$ cat src/rtl/itrx_aib_phy_seq_pkg.sv
// Shared types and constants for the AIB PHY link bring-up sequencer.
package itrx_aib_phy_seq_pkg;

  localparam int unsigned SYNC_STAGES = 2;

  typedef enum logic [2:0] {
    ST_IDLE      = 3'd0,
    ST_DETECT    = 3'd1,
    ST_PHY_REL   = 3'd2,
    ST_WAIT_PEER = 3'd3,
    ST_ADAP_REL  = 3'd4,
    ST_CAL       = 3'd5,
    ST_LINK_UP   = 3'd6,
    ST_ERROR     = 3'd7
  } seq_state_e;

endpackage

$ cat src/rtl/itrx_aib_phy_bit_sync.sv
// Multi-flop single-bit synchronizer, asynchronously cleared to 0.
module itrx_aib_phy_bit_sync
  import itrx_aib_phy_seq_pkg::*;
#(
  parameter int unsigned STAGES = SYNC_STAGES
) (
  input  logic clk,
  input  logic rst_n,
  input  logic d_i,
  output logic q_o
);

  logic [STAGES-1:0] sync_q;

  always_ff @(posedge clk or negedge rst_n) begin
    if (!rst_n) begin
      sync_q <= '0;
    end else begin
      sync_q <= {sync_q[STAGES-2:0], d_i};
    end
  end

  assign q_o = sync_q[STAGES-1];

endmodule

$ cat src/rtl/itrx_aib_phy_link_seq.sv
// AIB PHY channel bring-up sequencer: ordered reset release, step timeouts,
// bounded retries, Moore-registered outputs.
module itrx_aib_phy_link_seq
  import itrx_aib_phy_seq_pkg::*;
#(
  parameter int unsigned TMR_W     = 32'd16,
  parameter int unsigned T_SETTLE  = 32'd1000,
  parameter int unsigned T_TIMEOUT = 32'd50000,
  parameter int unsigned NRETRY    = 32'd3
) (
  input  logic       clk,
  input  logic       rst_n,
  input  logic       enable,
  input  logic       ms_nsl,
  input  logic       por_out,
  input  logic       device_detect,
  input  logic       rstn_out,
  input  logic       adap_rstn_out,
  input  logic       dll_lock,
  output logic       phy_rstn,
  output logic       adap_rstn,
  output logic       adapt_rstn,
  output logic       dll_lock_req,
  output logic       link_up,
  output logic       link_err,
  output logic [2:0] seq_state,
  output logic [3:0] retry_cnt
);

  localparam logic [TMR_W-1:0] SETTLE_M1  = TMR_W'(T_SETTLE - 1);
  localparam logic [TMR_W-1:0] TIMEOUT_M1 = TMR_W'(T_TIMEOUT - 1);
  localparam logic [3:0]       NRETRY_V   = 4'(NRETRY);

  logic [4:0] stat_raw;
  logic [4:0] stat_s;

  assign stat_raw = {dll_lock, adap_rstn_out, rstn_out, device_detect, por_out};

  for (genvar g = 0; g < 5; g++) begin : g_sync
    itrx_aib_phy_bit_sync #(.STAGES(SYNC_STAGES)) u_sync (
      .clk   (clk),
      .rst_n (rst_n),
      .d_i   (stat_raw[g]),
      .q_o   (stat_s[g])
    );
  end

  logic por_out_s, device_detect_s, rstn_out_s, adap_rstn_out_s, dll_lock_s;
  logic detect_ok;

  assign {dll_lock_s, adap_rstn_out_s, rstn_out_s, device_detect_s, por_out_s} = stat_s;
  assign detect_ok = ms_nsl ? ~por_out_s : device_detect_s;

  seq_state_e       state_q, state_d;
  logic [TMR_W-1:0] tmr_q, tmr_d, tmr_inc;
  logic [3:0]       retry_q, retry_d;
  logic [5:0]       outs_q, outs_d;
  logic             fail;

  assign tmr_inc = (tmr_q == '1) ? tmr_q : tmr_q + 1'b1;

  always_comb begin
    state_d = state_q;
    tmr_d   = tmr_inc;
    retry_d = retry_q;
    fail    = 1'b0;

    unique case (state_q)
      ST_IDLE: begin
        if (enable) state_d = ST_DETECT;
      end
      ST_DETECT: begin
        if (!detect_ok)              tmr_d   = '0;
        else if (tmr_q == SETTLE_M1) state_d = ST_PHY_REL;
      end
      ST_PHY_REL: begin
        state_d = ST_WAIT_PEER;
      end
      ST_WAIT_PEER: begin
        if (rstn_out_s)               state_d = ST_ADAP_REL;
        else if (tmr_q == TIMEOUT_M1) fail    = 1'b1;
      end
      ST_ADAP_REL: begin
        if (adap_rstn_out_s)          state_d = ST_CAL;
        else if (tmr_q == TIMEOUT_M1) fail    = 1'b1;
      end
      ST_CAL: begin
        if (dll_lock_s)               state_d = ST_LINK_UP;
        else if (tmr_q == TIMEOUT_M1) fail    = 1'b1;
      end
      ST_LINK_UP: begin
        if (!detect_ok || !rstn_out_s || !adap_rstn_out_s || !dll_lock_s) fail = 1'b1;
      end
      ST_ERROR: begin
      end
      default: state_d = ST_IDLE;
    endcase

    if (fail) begin
      retry_d = retry_q + 4'd1;
      state_d = (retry_d == NRETRY_V) ? ST_ERROR : ST_DETECT;
    end

    // Abort overrides everything; IDLE entry also clears the bookkeeping so
    // retry_cnt reads 0 on the first IDLE cycle rather than one cycle later.
    if (!enable) state_d = ST_IDLE;
    if (state_d == ST_IDLE) retry_d = '0;
    if (state_d != state_q || state_d == ST_IDLE) tmr_d = '0;
  end

  // Output word: {phy_rstn, adap_rstn, adapt_rstn, dll_lock_req, link_up, link_err}
  always_comb begin
    outs_d = '0;
    unique case (state_d)
      ST_PHY_REL, ST_WAIT_PEER: outs_d = 6'b100000;
      ST_ADAP_REL:              outs_d = 6'b111000;
      ST_CAL:                   outs_d = 6'b111100;
      ST_LINK_UP:               outs_d = 6'b111110;
      ST_ERROR:                 outs_d = 6'b000001;
      default:                  outs_d = '0;
    endcase
  end

  always_ff @(posedge clk or negedge rst_n) begin
    if (!rst_n) begin
      state_q <= ST_IDLE;
      tmr_q   <= '0;
      retry_q <= '0;
      outs_q  <= '0;
    end else begin
      state_q <= state_d;
      tmr_q   <= tmr_d;
      retry_q <= retry_d;
      outs_q  <= outs_d;
    end
  end

  assign {phy_rstn, adap_rstn, adapt_rstn, dll_lock_req, link_up, link_err} = outs_q;
  assign seq_state = state_q;
  assign retry_cnt = retry_q;

endmodule

$ cat config.mk
export PLATFORM = sky130hd
export DESIGN_NAME = itrx_aib_phy_link_seq
export DESIGN_NICKNAME = d
export VERILOG_FILES = /design/src/rtl/itrx_aib_phy_seq_pkg.sv /design/src/rtl/itrx_aib_phy_bit_sync.sv /design/src/rtl/itrx_aib_phy_link_seq.sv
export SDC_FILE = /design/constraint.sdc
export NUM_CORES = 1
export LEC_CHECK = 0
export CORE_ASPECT_RATIO = 1.25
export CORE_MARGIN = 5
export CORE_UTILIZATION = 56
export DETAILED_ROUTE_END_ITERATION = 6
export MAX_ROUTING_LAYER = met4
export PLACE_DENSITY_LB_ADDON = 0.3
export SETUP_SLACK_MARGIN = 0.15
export SKIP_LAST_GASP = 1
export SLEW_MARGIN = 25
export SYNTH_ARGS = -nofsm -noshare
export SYNTH_HDL_FRONTEND = slang
export SYNTH_SLANG_ARGS = --single-unit
$ cat constraint.sdc
create_clock -name clk -period 4.2 [get_ports clk]
set_input_delay 0.42 -clock clk [delete_from_list [all_inputs] [get_ports clk]]
set_output_delay 0.42 -clock clk [all_outputs]
set_load 0.005 [all_outputs]
==> out/results.ini <==
[run_status]
status=complete, no violations

[clock_tree]
cts_sinks=38
path_clk_slew_ns=0.07
cts_tree=yes
insertion_delay_ns=0.29
clk_path_buf_depth=2
numCtsBuffers=5
cts_resized=0
postCtsSetupBuffers=0
root_buffer=clkbuf_8
holdBufCountCts=0
h-tree-depth=2

[critical_path]
required_ns=4.34
cp_slowest_cell=dfrtp_1
worstSetupPathType=register to register
crit_chain=and4_2, a41oi_1, o41ai_1, a2111oi_4, nor3_2, a21oi_1
ff2ff_setup_slack_ns=1.52
worstSetupEndpointType=register
rr_worst_depth=6
reg2reg_to=tmr_q[12]
max_stage_delay_ns=0.63
crit_buf_inv=0
r2r_start=seq_state[2]
worst_setup_path_start_kind=register
worstPathArrival_ns=2.82
path_max_fanout=15
cpLargestDelayFamily=compound AO/OA/AOI/OAI gates

[final_layout]
fin_nets=227
final_core_util_pct=66.2
synthToLayoutAreaGrowth_pct=16.1
drive_gt1_share_pct=9.77
diodes=0

[hold_path]
worstHoldStart=g_sync[3].u_sync.sync_q[0]
hp-class=register to register
min_path_cells=0
whs_endpoint=g_sync[3].u_sync.sync_q[1]

[power_and_ir_drop]
p_comb_share_pct=5.6
irDropWorstVdd_uv=323
p_int_w=0.000501
p_sw_w=0.000139
seqPwrFrac_pct=59.0
swShare_pct=21.6
p_leak_nw=0.910
p_per_area_nw_per_um2=280
pwr-share-clk_pct=35.4

[logic_synthesis]
synth.net_count=203
synthFlopType=dfrtp_1
synthAdderAreaFrac_pct=1.91
synth.area.top_cells=dfrtp_1 48%, nor2_1 5.0%, nand3_1 3.3%
synth-async-reset-ratio_pct=100
synth.top_cell.area_share_pct=48.3
synth.top_cells.by_count=38 x dfrtp_1, 26 x nor2_1, 13 x nand3_1, 8 x nand2_1
synthXorXnorAreaFrac_pct=6.23
syn_area_um2=1970
ys_ff_latch=38
yosysSeqAreaShare_pct=48.3
synth_cell_types=53
synth.most_common_cell=dfrtp_1
synth_edf_count=0
muxShareOfSynthArea_pct=1.53
syn_area_per_cell_um2=10.3
ys_warn_count=0
synthSimpleGateAreaFrac_pct=25.2
synth_top_family_by_area=simple AND/OR/NAND/NOR gates
synth_compound_area_share_pct=14.4
yosys.area.top_type=dfrtp_1
syn-instance-count=191

[global_routing]
antenna_found_initial=0
grt_util_met3_pct=5.31
grt.overflow.total=0
use_met2_pct=32.3
grt_max_degree=39
use_met1_pct=22.3
grt_pass1_vias=1663
grt_use_total_pct=20.3
grt_busiest_layer=met2
grt_pass1_wl_um=7630

[job]
cap_violations=0

[floorplan]
num_rows=24
pin_count=22
die_w_um=63.0
die_y_um=76.3
fp.coreArea_um2=3450
start_util_pct=57.0
die_area_um2=4810

[timing]
slew_headroom_pct=62.6
rsz0062_at_grt=false
finalCritPeriodShare_pct=63.9
clock_skew_ns=0.00648
max_freq_ghz=0.373
setup_violations=0
tightest_slew_ns=0.555
drv_slew=0
tns_ns=0
hold_ws_ns=0.347
hold_viol=0
finalCriticalPeriod_ns=2.68

[drt]
ant_nets=0
vias_per_cell=6.21
drtIter0Drc=103
via_count=1577
wl_per_cell_um=16.7
drtPass1Iterations=4
wl_um=4240
drcViolationCount=0

[placement]
place.port_buffers=21
hpwl_um=3090
finalWeightedCongestion=0.875

[layout by cell type (no fill, tap or decap), types with 3 or more instances in the layout]
cell type and instances:
clkbuf_8 5, ha_1 3, nand2_1 8, inv_1 6, nand4_1 4, nor2_1 26, xor2_1 7, a21oi_1 6
clkdlybuf4s50_1 21, and2_1 3, nand2b_1 6, nand3_1 13, mux2i_1 3, a211oi_1 3, dfrtp_1 38, xnor2_1 7
o21ai_0 6, and3_1 3
[cell families after synthesis]
| kind of cell | count (synthesis) |
|---|---|
| buffers and inverters | 11 |
| AOI/OAI and AO/OA | 36 |
| muxes | 3 |
| adders and majority gates | 3 |
| and+or+nand+nor | 86 |
| xor gates and xnor gates | 14 |
| DFF | 38 |
[routing by layer]
layer,part of all wire (%),wire (um)
met1,40,1680
met2,51,2170
met3,5.0,211
met4,4.3,181
met5,0,0
[through the flow]
| stage | instance area [um2] | std cells | setup slack, ns | total power (W) |
|---|---|---|---|---|
| 5_1_grt | 2290 | 254 | 1.29 | 0.000674 |
| 3_5_place_dp | 2210 | 247 | 1.56 | 0.000420 |
| 3_3_place_gp | 2210 | 247 | 1.69 | 0.000419 |
| 6_report | 2290 | 254 | 1.52 | 0.000640 |
| 2_1_floorplan | 1970 | 191 | 1.92 | 0.000398 |
| 4_1_cts | 2290 | 254 | 1.54 | 0.000649 |
[final cells by class]
class / count / area [um2]
clock buffers: 7 / 76.3
inverters: 6 / 22.5
well taps: 39 / 48.8
fillers: 278 / 1170
multi-input cells: 142 / 970
repair buffers: 22 / 218
flip-flops and latches: 38 / 951
[worst reg2reg max path: stages (launching register included)]
cell and delay (ns):
dfrtp_1 0.63, and4_2 0.33, a41oi_1 0.19, o41ai_1 0.62
a2111oi_4 0.16, nor3_2 0.50, a21oi_1 0.11
[registers in the layout, indices dropped and copies added (netlist names)]
signal and cells:
g_sync.u_sync.sync_q 10, retry_cnt 4, seq_state 3, outs_q 5, tmr_q 16
[worst max path at each step]
stage | slack (ns) | startpoint | endpoint | depth (start not counted)
finish | 1.52 | seq_state[2] | tmr_q[12] | 6
global route | 1.29 | tmr_q[5] | tmr_q[12] | 6
CTS | 1.54 | tmr_q[5] | tmr_q[12] | 6
detailed placement | 1.56 | tmr_q[5] | tmr_q[12] | 6
global placement | 1.69 | ms_nsl | tmr_q[5] | 7
floorplan | 1.92 | retry_cnt[0] | tmr_q[10] | 7
[power groups by stage]
stage	combinational [W]	sequential, W	clock [W]
3_5_place_dp	0.0000361	0.000384	0
6_report	0.0000360	0.000377	0.000226
2_1_floorplan	0.0000152	0.000383	0
4_1_cts	0.0000365	0.000377	0.000235
5_1_grt	0.0000400	0.000378	0.000255
3_3_place_gp	0.0000351	0.000384	0
Note: power is estimated with default switching activity, not from simulation.
